## src/rtl/i2c_slave.sv

```systemverilog
// I2C target with a 4x8 register file and auto-incrementing pointer.
// Define I2C_SLAVE_GCALL_EN to also accept general-call writes to 7'h00.
module i2c_slave #(
  parameter logic [6:0] SLAVE_ADDR = 7'h50
) (
  input  logic       clk_in,
  input  logic       reset_in,
  input  logic       i2c_scl_in,
  input  logic       i2c_sda_in,
  output logic       i2c_sda_out,
  output logic       wr_strobe,
  output logic [1:0] wr_index,
  output logic [7:0] wr_data,
  output logic       busy
);

  typedef enum logic [2:0] {
    IDLE, ADDR, ADDR_ACK, PTR,
    WR_DATA, WR_ACK, RD_DATA, RD_ACK
  } state_e;

  state_e            state_q, state_d;
  logic [1:0]        scl_s_q, sda_s_q;
  logic              scl_d_q, sda_d_q;
  logic [1:0]        arm_q, arm_d;
  logic [3:0]        cnt_q, cnt_d;
  logic [7:0]        sh_q, sh_d;
  logic [1:0]        ptr_q, ptr_d;
  logic              sda_q, sda_d;
  logic              busy_q, busy_d;
  logic              stb_q, stb_d;
  logic [1:0]        idx_q, idx_d;
  logic [7:0]        wd_q, wd_d;
  logic [3:0][7:0]   regs_q, regs_d;

  logic scl, sda, armed;
  logic scl_rise, scl_fall;
  logic start, stop;
  logic gcall, match;

  assign scl   = scl_s_q[1];
  assign sda   = sda_s_q[1];
  assign armed = (arm_q == 2'd3);

  assign scl_rise = armed & scl & ~scl_d_q;
  assign scl_fall = armed & ~scl & scl_d_q;
  assign start = armed & scl & scl_d_q & ~sda & sda_d_q;
  assign stop  = armed & scl & scl_d_q & sda & ~sda_d_q;

`ifdef I2C_SLAVE_GCALL_EN
  assign gcall = (sh_q == 8'h00);
`else
  assign gcall = 1'b0;
`endif

  assign match = (sh_q[7:1] == SLAVE_ADDR) | gcall;

  always_ff @(posedge clk_in or negedge reset_in) begin
    if (!reset_in) begin
      scl_s_q <= 2'b11;
      sda_s_q <= 2'b11;
      scl_d_q <= 1'b1;
      sda_d_q <= 1'b1;
      arm_q   <= '0;
      state_q <= IDLE;
      cnt_q   <= '0;
      sh_q    <= '0;
      ptr_q   <= '0;
      sda_q   <= 1'b1;
      busy_q  <= 1'b0;
      stb_q   <= 1'b0;
      idx_q   <= '0;
      wd_q    <= '0;
      regs_q  <= '0;
    end else begin
      scl_s_q <= {scl_s_q[0], i2c_scl_in};
      sda_s_q <= {sda_s_q[0], i2c_sda_in};
      scl_d_q <= scl;
      sda_d_q <= sda;
      arm_q   <= arm_d;
      state_q <= state_d;
      cnt_q   <= cnt_d;
      sh_q    <= sh_d;
      ptr_q   <= ptr_d;
      sda_q   <= sda_d;
      busy_q  <= busy_d;
      stb_q   <= stb_d;
      idx_q   <= idx_d;
      wd_q    <= wd_d;
      regs_q  <= regs_d;
    end
  end

  always_comb begin
    state_d = state_q;
    arm_d   = arm_q;
    cnt_d   = cnt_q;
    sh_d    = sh_q;
    ptr_d   = ptr_q;
    sda_d   = sda_q;
    busy_d  = busy_q;
    stb_d   = 1'b0;
    idx_d   = idx_q;
    wd_d    = wd_q;
    regs_d  = regs_q;

    // Hold off bus events until the sync chain reflects the pins.
    if (arm_q != 2'd3) begin
      arm_d = arm_q + 2'd1;
    end

    if (stop) begin
      state_d = IDLE;
      sda_d   = 1'b1;
      busy_d  = 1'b0;
      cnt_d   = '0;
    end else if (start) begin
      state_d = ADDR;
      sda_d   = 1'b1;
      cnt_d   = '0;
    end else begin
      unique case (state_q)
        IDLE: begin
        end
        ADDR: begin
          if (scl_rise) begin
            sh_d  = {sh_q[6:0], sda};
            cnt_d = cnt_q + 4'd1;
          end else if (scl_fall && cnt_q == 4'd8) begin
            if (match) begin
              state_d = ADDR_ACK;
              sda_d   = 1'b0;
              busy_d  = 1'b1;
            end else begin
              state_d = IDLE;
              sda_d   = 1'b1;
              busy_d  = 1'b0;
            end
          end
        end
        ADDR_ACK: begin
          if (scl_fall) begin
            cnt_d = '0;
            if (sh_q[0]) begin
              state_d = RD_DATA;
              sh_d    = regs_q[ptr_q];
              sda_d   = regs_q[ptr_q][7];
            end else begin
              state_d = PTR;
              sda_d   = 1'b1;
            end
          end
        end
        PTR, WR_DATA: begin
          if (scl_rise) begin
            sh_d  = {sh_q[6:0], sda};
            cnt_d = cnt_q + 4'd1;
          end else if (scl_fall && cnt_q == 4'd8) begin
            state_d = WR_ACK;
            sda_d   = 1'b0;
            if (state_q == PTR) begin
              ptr_d = sh_q[1:0];
            end else begin
              regs_d[ptr_q] = sh_q;
              stb_d = 1'b1;
              idx_d = ptr_q;
              wd_d  = sh_q;
              ptr_d = ptr_q + 2'd1;
            end
          end
        end
        WR_ACK: begin
          if (scl_fall) begin
            state_d = WR_DATA;
            sda_d   = 1'b1;
            cnt_d   = '0;
          end
        end
        RD_DATA: begin
          if (scl_rise) begin
            cnt_d = cnt_q + 4'd1;
          end else if (scl_fall) begin
            if (cnt_q == 4'd8) begin
              state_d = RD_ACK;
              sda_d   = 1'b1;
              ptr_d   = ptr_q + 2'd1;
              cnt_d   = '0;
            end else begin
              sda_d = sh_q[6];
              sh_d  = {sh_q[6:0], 1'b0};
            end
          end
        end
        RD_ACK: begin
          if (scl_rise && sda) begin
            state_d = IDLE;
            busy_d  = 1'b0;
          end else if (scl_fall) begin
            state_d = RD_DATA;
            sh_d    = regs_q[ptr_q];
            sda_d   = regs_q[ptr_q][7];
            cnt_d   = '0;
          end
        end
      endcase
    end
  end

  assign i2c_sda_out = sda_q;
  assign wr_strobe   = stb_q;
  assign wr_index    = idx_q;
  assign wr_data     = wd_q;
  assign busy        = busy_q;

endmodule

```

## config.mk

```make
export PLATFORM = sky130hd
export DESIGN_NAME = i2c_slave
export DESIGN_NICKNAME = d
export VERILOG_FILES = /design/src/rtl/i2c_slave.sv
export SDC_FILE = /design/constraint.sdc
export NUM_CORES = 1
export LEC_CHECK = 0
export CORE_ASPECT_RATIO = 0.6
export CORE_MARGIN = 2
export CORE_UTILIZATION = 35
export CTS_BUF_LIST = sky130_fd_sc_hd__clkbuf_2
export DETAILED_ROUTE_END_ITERATION = 10
export MAX_ROUTING_LAYER = met4
export RECOVER_POWER = 50
export SYNTH_ARGS = -nofsm -noshare
export SYNTH_HDL_FRONTEND = slang
export SYNTH_SLANG_ARGS = --single-unit
```

## constraint.sdc

```tcl
create_clock -name clk_in -period 2.4 [get_ports clk_in]
set_clock_uncertainty 0.05 [all_clocks]
set_input_delay 0.48 -clock clk_in [delete_from_list [all_inputs] [get_ports clk_in]]
set_output_delay 0.48 -clock clk_in [all_outputs]
set_load 0.05 [all_outputs]
```

# After elaboration in Yosys (flattened, before gate mapping)
# Index checks and enable logic that the tools add are counted.
op_classes:
  shifts: 0
  bitwise: 17
  add_sub_neg: 3
  n_div: 0
  eq_ne: 41
  muxes: 75
  n_lt_le_gt_ge: 2
  mul: 0
  n_reduce_logical: 19
ops:
  columns: ["operator", "count"]
  rows:
  - ["two-way mux 8 bit", 10]
  - ["inequality test 4 bit (second input constant)", 11]
  - ["two-way mux 3 bit", 14]
  - ["AND reduction 11 bit", 3]
  - ["bitwise mux 32 bit", 1]
  - ["two-way mux 4 bit", 8]
  - ["one-hot mux 8 bit (4 select lines)", 1]
  - ["two-way mux 1 bit", 27]
  - ["inequality test 2 bit (second input constant)", 11]
  - ["one-hot mux 3 bit (6 select lines)", 1]
  - ["binary-select mux 8 bit (select 2 bit)", 1]
  - ["demux 8 bit (select 2 bit)", 1]
  - ["one-hot mux 4 bit (4 select lines)", 1]
  - ["inequality test 5 bit (second input constant)", 3]
  - ["two-way mux 2 bit", 7]
  - ["equality test 3 bit (second input constant)", 4]
  - ["AND reduction 10 bit", 1]
  - ["AND reduction 5 bit", 2]
  - ["bitwise AND 1 bit", 9]
  - ["inequality test 3 bit (second input constant)", 3]
  - ["NOT 1 bit", 8]
  - ["AND reduction 8 bit", 1]
  - ["nonzero test 8 bit", 1]
  - ["equality test 7 bit (second input constant)", 1]
  - ["other kinds (21)", 27]
totals:
  mem_bits_ro: 0
  inputBits: 4
  regBits: 70
  latchBits: 0
  output_inout_bits: 13
  mem_bits_rw: 0
  elab_cells: 176
  mem_count: 0

# Logic depth before layout (Yosys ltp)
depth:
  word_depth: 9
  mapped_depth: 8
  mapped_depth_nobuf: 7

# Worst setup path after synthesis
# Ideal clock, no wire load.
synth_path:
  path_kind: "flip-flop to flip-flop"
  start: "register arm_q[0]"
  end: "register sh_q[1]"
  arrival_ns: 2.033
  required_time_ns: 2.225
  setup_time_ns: 0.125
  path_buffers: 1
  period_less_slack_ns: 2.208
  setup_slack_ns: 0.192
  stages_incl_launch_ff: 8
  path_cell_list: "dfrtp_1 > ha_1 > buf_4 > and3b_1 > nand4_1 > a31oi_1 > a2111oi_4 > mux2_2"
synth_via:
  elab_chain_cells: 7
  elab_cells_between_ends: 20
  classes_between: "7 x eq/ne; 11 x bitwise; 2 x reduce/logical"
synth_rtl:
  columns: ["item", "line", "source"]
  rows:
  - ["from (decl)", "25", "logic [1:0] arm_q, arm_d;"]
  - ["from (signal assigned)", "80", "arm_q <= arm_d;"]
  - ["equality test 2 bit *", "43", "assign armed = (arm_q == 2'd3);"]
  - ["bitwise AND 1 bit", "45, 47, 48", null]
  - ["bitwise AND 1 bit", "47, 48", null]
  - ["bitwise AND 1 bit, on equally long branches (2 in a row)", "48, 47", null]
  - ["NOT 1 bit (no line)", null, null]
  - ["AND reduction 11 bit (no line) *", null, null]
  - ["to (signal assigned)", "67", "sh_q <= '0;"]
  - ["to (signal assigned)", "83", "sh_q <= sh_d;"]
  - ["to (decl)", "27", "logic [7:0] sh_q, sh_d;"]
# Every way passes the cells marked *; elsewhere a longest branch is shown, timed or not.
# A chain may end at the register's enable or synchronous reset.

# Worst setup path in the final report
layout_path:
  start: "register wd_q[0] (netlist: wr_data[0])"
  end: "output port wr_data[0]"
layout_rtl:
  columns: ["item", "line", "source"]
  rows:
  - ["from (decl)", "33", "logic [7:0] wd_q, wd_d;"]
  - ["from (signal assigned)", "89", "wd_q <= wd_d;"]
  - ["to (decl)", "13", "output logic [7:0] wr_data,"]
# No word-level cell between the ends.

==> impl_metrics.ini <==
[status]
outcome = finished clean

[worst_setup_path]
cp_max_fo = 2
r2r-start = arm_q[0]$_DFFE_PN0P_
cpLargestDelayFamily = buffers and inverters
worstSetupStartpointType = flop
end_kind = primary output
crit_path_top_delay_cell = clkdlybuf4s50_1
crit_arrival_ps = 1730
worst-r2r-cell-count = 9
rr_endpoint = i2c_sda_out$_DFFE_PN1P_
path_cells = clkdlybuf4s50_1
cpPeakStageDelay_ps = 810
cp.required_ps = 1870
critPathBufInv = 1
r2r_slack_ps = 160
crit_type = flop to primary output

[worst_hold_path]
whs_path_depth = 0
min_path_type = flop to flop
whs_endpoint = scl_s_q[1]$_DFF_PN1_
worstHoldStart = scl_s_q[0]$_DFF_PN1_

[grt]
grt_pass1_wl_mm = 15.4
gr-total-overflow = 0
grtUsageTotal = 0.182
grt_max_degree = 27
antenna_found_initial = 0
grt_pass1_vias = 2761

[cts]
htree_levels = 3
root_buffer = clkbuf_2
postCtsSetupBuffers = 0
cts.sinks = 70
clkSlewWorstSetupHoldPaths_ps = 200
cts_buffer_depth = 2
cts_buffers = 9
cts_tree = built
clk_latency_ps = 530

[finish]
regArea_um2 = 1760
multi_input_area_um2 = 1810
nets = 368
nFillCells = 962
final_cell_mix = 63 x dfrtp_1, 52 x mux2_2, 35 x buf_4
antenna_cells = 0
final_cell_count_no_fill = 497
mostFrequentLayoutCell = dfrtp_1
drive_gt1_frac = 0.354
syn_to_final_growth_pct = 18.6

[yosys]
synth.distinct_cells = 54
yosysSeqAreaShare = 0.479
ys_ff_latch = 70
ys.flop_type = dfrtp_1
yosysTopAreaCellShare = 0.429
syn_area_per_cell_um2 = 11.7
yosysTopAreaCell = dfrtp_1
synth_fp_nets = 325
synth_edf_count = 0
synth-async-reset-ratio = 1.00
netlist_instances = 314
yosysWarnings = 0
synth_area_um2 = 3670
synthTopCellsByArea = dfrtp_1 43%, mux2_2 16%, dfstp_2 5.0%

[routing]
wl_met2_mm = 3.55
wire_per_inst_um = 18.3
routed_wl_mm = 9.07
antenna_left = 0
drc_errors = 0
top_layer = met4
first_iter_violations = 246
routed_via_density = 5.49
drtPass1Iterations = 4
dr_total_vias = 2727
wl_met1_mm = 4.77
route.met3.wl_um = 707

[power]
power_leakage_nw = 1.96
p_int_mw = 1.57
finalPower_mw = 2.08
switching_power_mw = 0.516
comb_power_share = 0.039
p_seq_frac = 0.575
p_per_area_nw_per_um2 = 478
ir_worst_vdd_v = 0.000265
clkPwrFrac = 0.385
swShare = 0.248

[timing]
hold_viol = 0
period_minus_slack_ps = 2260
slew_headroom = 0.0797
setup_viol = 0
finalMaxSlewViolations = 0
timing.fmax_mhz = 442
rsz0062_at_grt = false
period_share = 0.944
worst_pin_slew_ps = 1380
layout_setup_ws_ps = 135

[floorplan]
io_pins = 17
fp-row-count = 28
dieArea_um2 = 11400
initial_core_util = 0.367
die_w_um = 136
chipHeight_um = 83.4
placeableCoreArea_um2 = 10000

[job]
drv_cap = 0

[placement]
io_buffers = 16
post-place-ws_ps = -4.82
place.gp.congestion = 0.923
dpl.cell_count = 480
hpwl_mm = 6.64
-- through the flow --
stage / cell area, um^2 / hold WS, ps / setup TNS, ps / util
after floorplan: 3670 / 134 / 0 / -
after global placement: 4180 / 298 / 0 / 0.418
after detailed placement: 4180 / 302 / -4.82 / 0.418
after CTS: 4340 / 221 / 0 / 0.433
after global routing: 4360 / 334 / 0 / 0.435
final: 4360 / 325 / 0 / 0.435
-- routing by layer --
metal,vias to the layer above,global-route usage
met5,-,-
met2,80,0.214
met4,0,0.0455
met1,1377,0.290
li1,1263,-
met3,7,0.0580
-- repair_timing --
action,in CTS,in global routing
hold buffers,1,0
hold endpoints to repair,19,0
endpoints found under the setup margin,2,5
gates resized for setup,2,5
-- flip-flops by register name, summed over array words and instances (netlist names), 2 cells and up --
register / flops
sh_q: 8
ptr_q: 2
wr_data: 8
sda_s_q: 2
arm_q: 2
wr_index: 2
regs_q: 32
scl_s_q: 2
state_q: 3
cnt_q: 4
-- power groups by stage --
stage / sequential, mW / combinational (mW) / clock, mW
after floorplan: 1.22 / 0.0309 / 0
after global placement: 1.22 / 0.0821 / 0
after detailed placement: 1.22 / 0.0833 / 0
after CTS: 1.20 / 0.0848 / 0.834
after global routing: 1.20 / 0.0920 / 0.889
final: 1.20 / 0.0817 / 0.803
-- worst max-delay path by stage --
stage | startpoint | end | slack, ps | cells past startpoint
after detailed placement | arm_q[0]$_DFFE_PN0P_ | i2c_sda_out$_DFFE_PN1P_ | -5 | 9
after CTS | arm_q[0]$_DFFE_PN0P_ | i2c_sda_out$_DFFE_PN1P_ | 50 | 9
after global placement | arm_q[0]$_DFFE_PN0P_ | i2c_sda_out$_DFFE_PN1P_ | 20 | 9
after floorplan | arm_q[0]$_DFFE_PN0P_ | sh_q[1]$_DFFE_PN0P_ | 190 | 7
final | wr_data[0]$_DFFE_PN0P_ | wr_data[0] | 140 | 1
after global routing | arm_q[0]$_DFFE_PN0P_ | i2c_sda_out$_DFFE_PN1P_ | 7 | 9
-- Yosys cell counts, drive strengths merged (3+ instances only) --
| cell type | count |
|---|---|
| nor3 | 5 |
| dfrtp | 63 |
| a221oi | 14 |
| o21ai | 20 |
| buf | 6 |
| nand3b | 5 |
| nand4 | 3 |
| a21oi | 11 |
| o31ai | 3 |
| dfstp | 7 |
| nand2 | 14 |
| inv | 8 |
| nor2 | 22 |
| nand3 | 4 |
| clkbuf | 16 |
| mux2 | 53 |
| mux4 | 8 |
| nor2b | 3 |
| mux2i | 5 |
| ha | 7 |
-- logic make-up (layout without fill, tap and decap cells) --
logic type      after synthesis  in the layout  synth area share
flops                        70             70             0.479
fa+ha+maj                     7              7            0.0238
simple gates                 70             70             0.102
xor+xnor                      2              2           0.00477
compound gates               67             67             0.129
mux                          66             66             0.226
buf+inv                      32             80            0.0351
-- layout make-up --
cell class / count / area share
well taps: 135 / 0.0388
inverters: 10 / 0.00862
multi-input cells: 212 / 0.415
clock buffers: 9 / 0.0103
flip-flops and latches: 70 / 0.404
clock inverters: 7 / 0.0227
repair buffers: 54 / 0.101
Power figures use the tool's default switching activity.
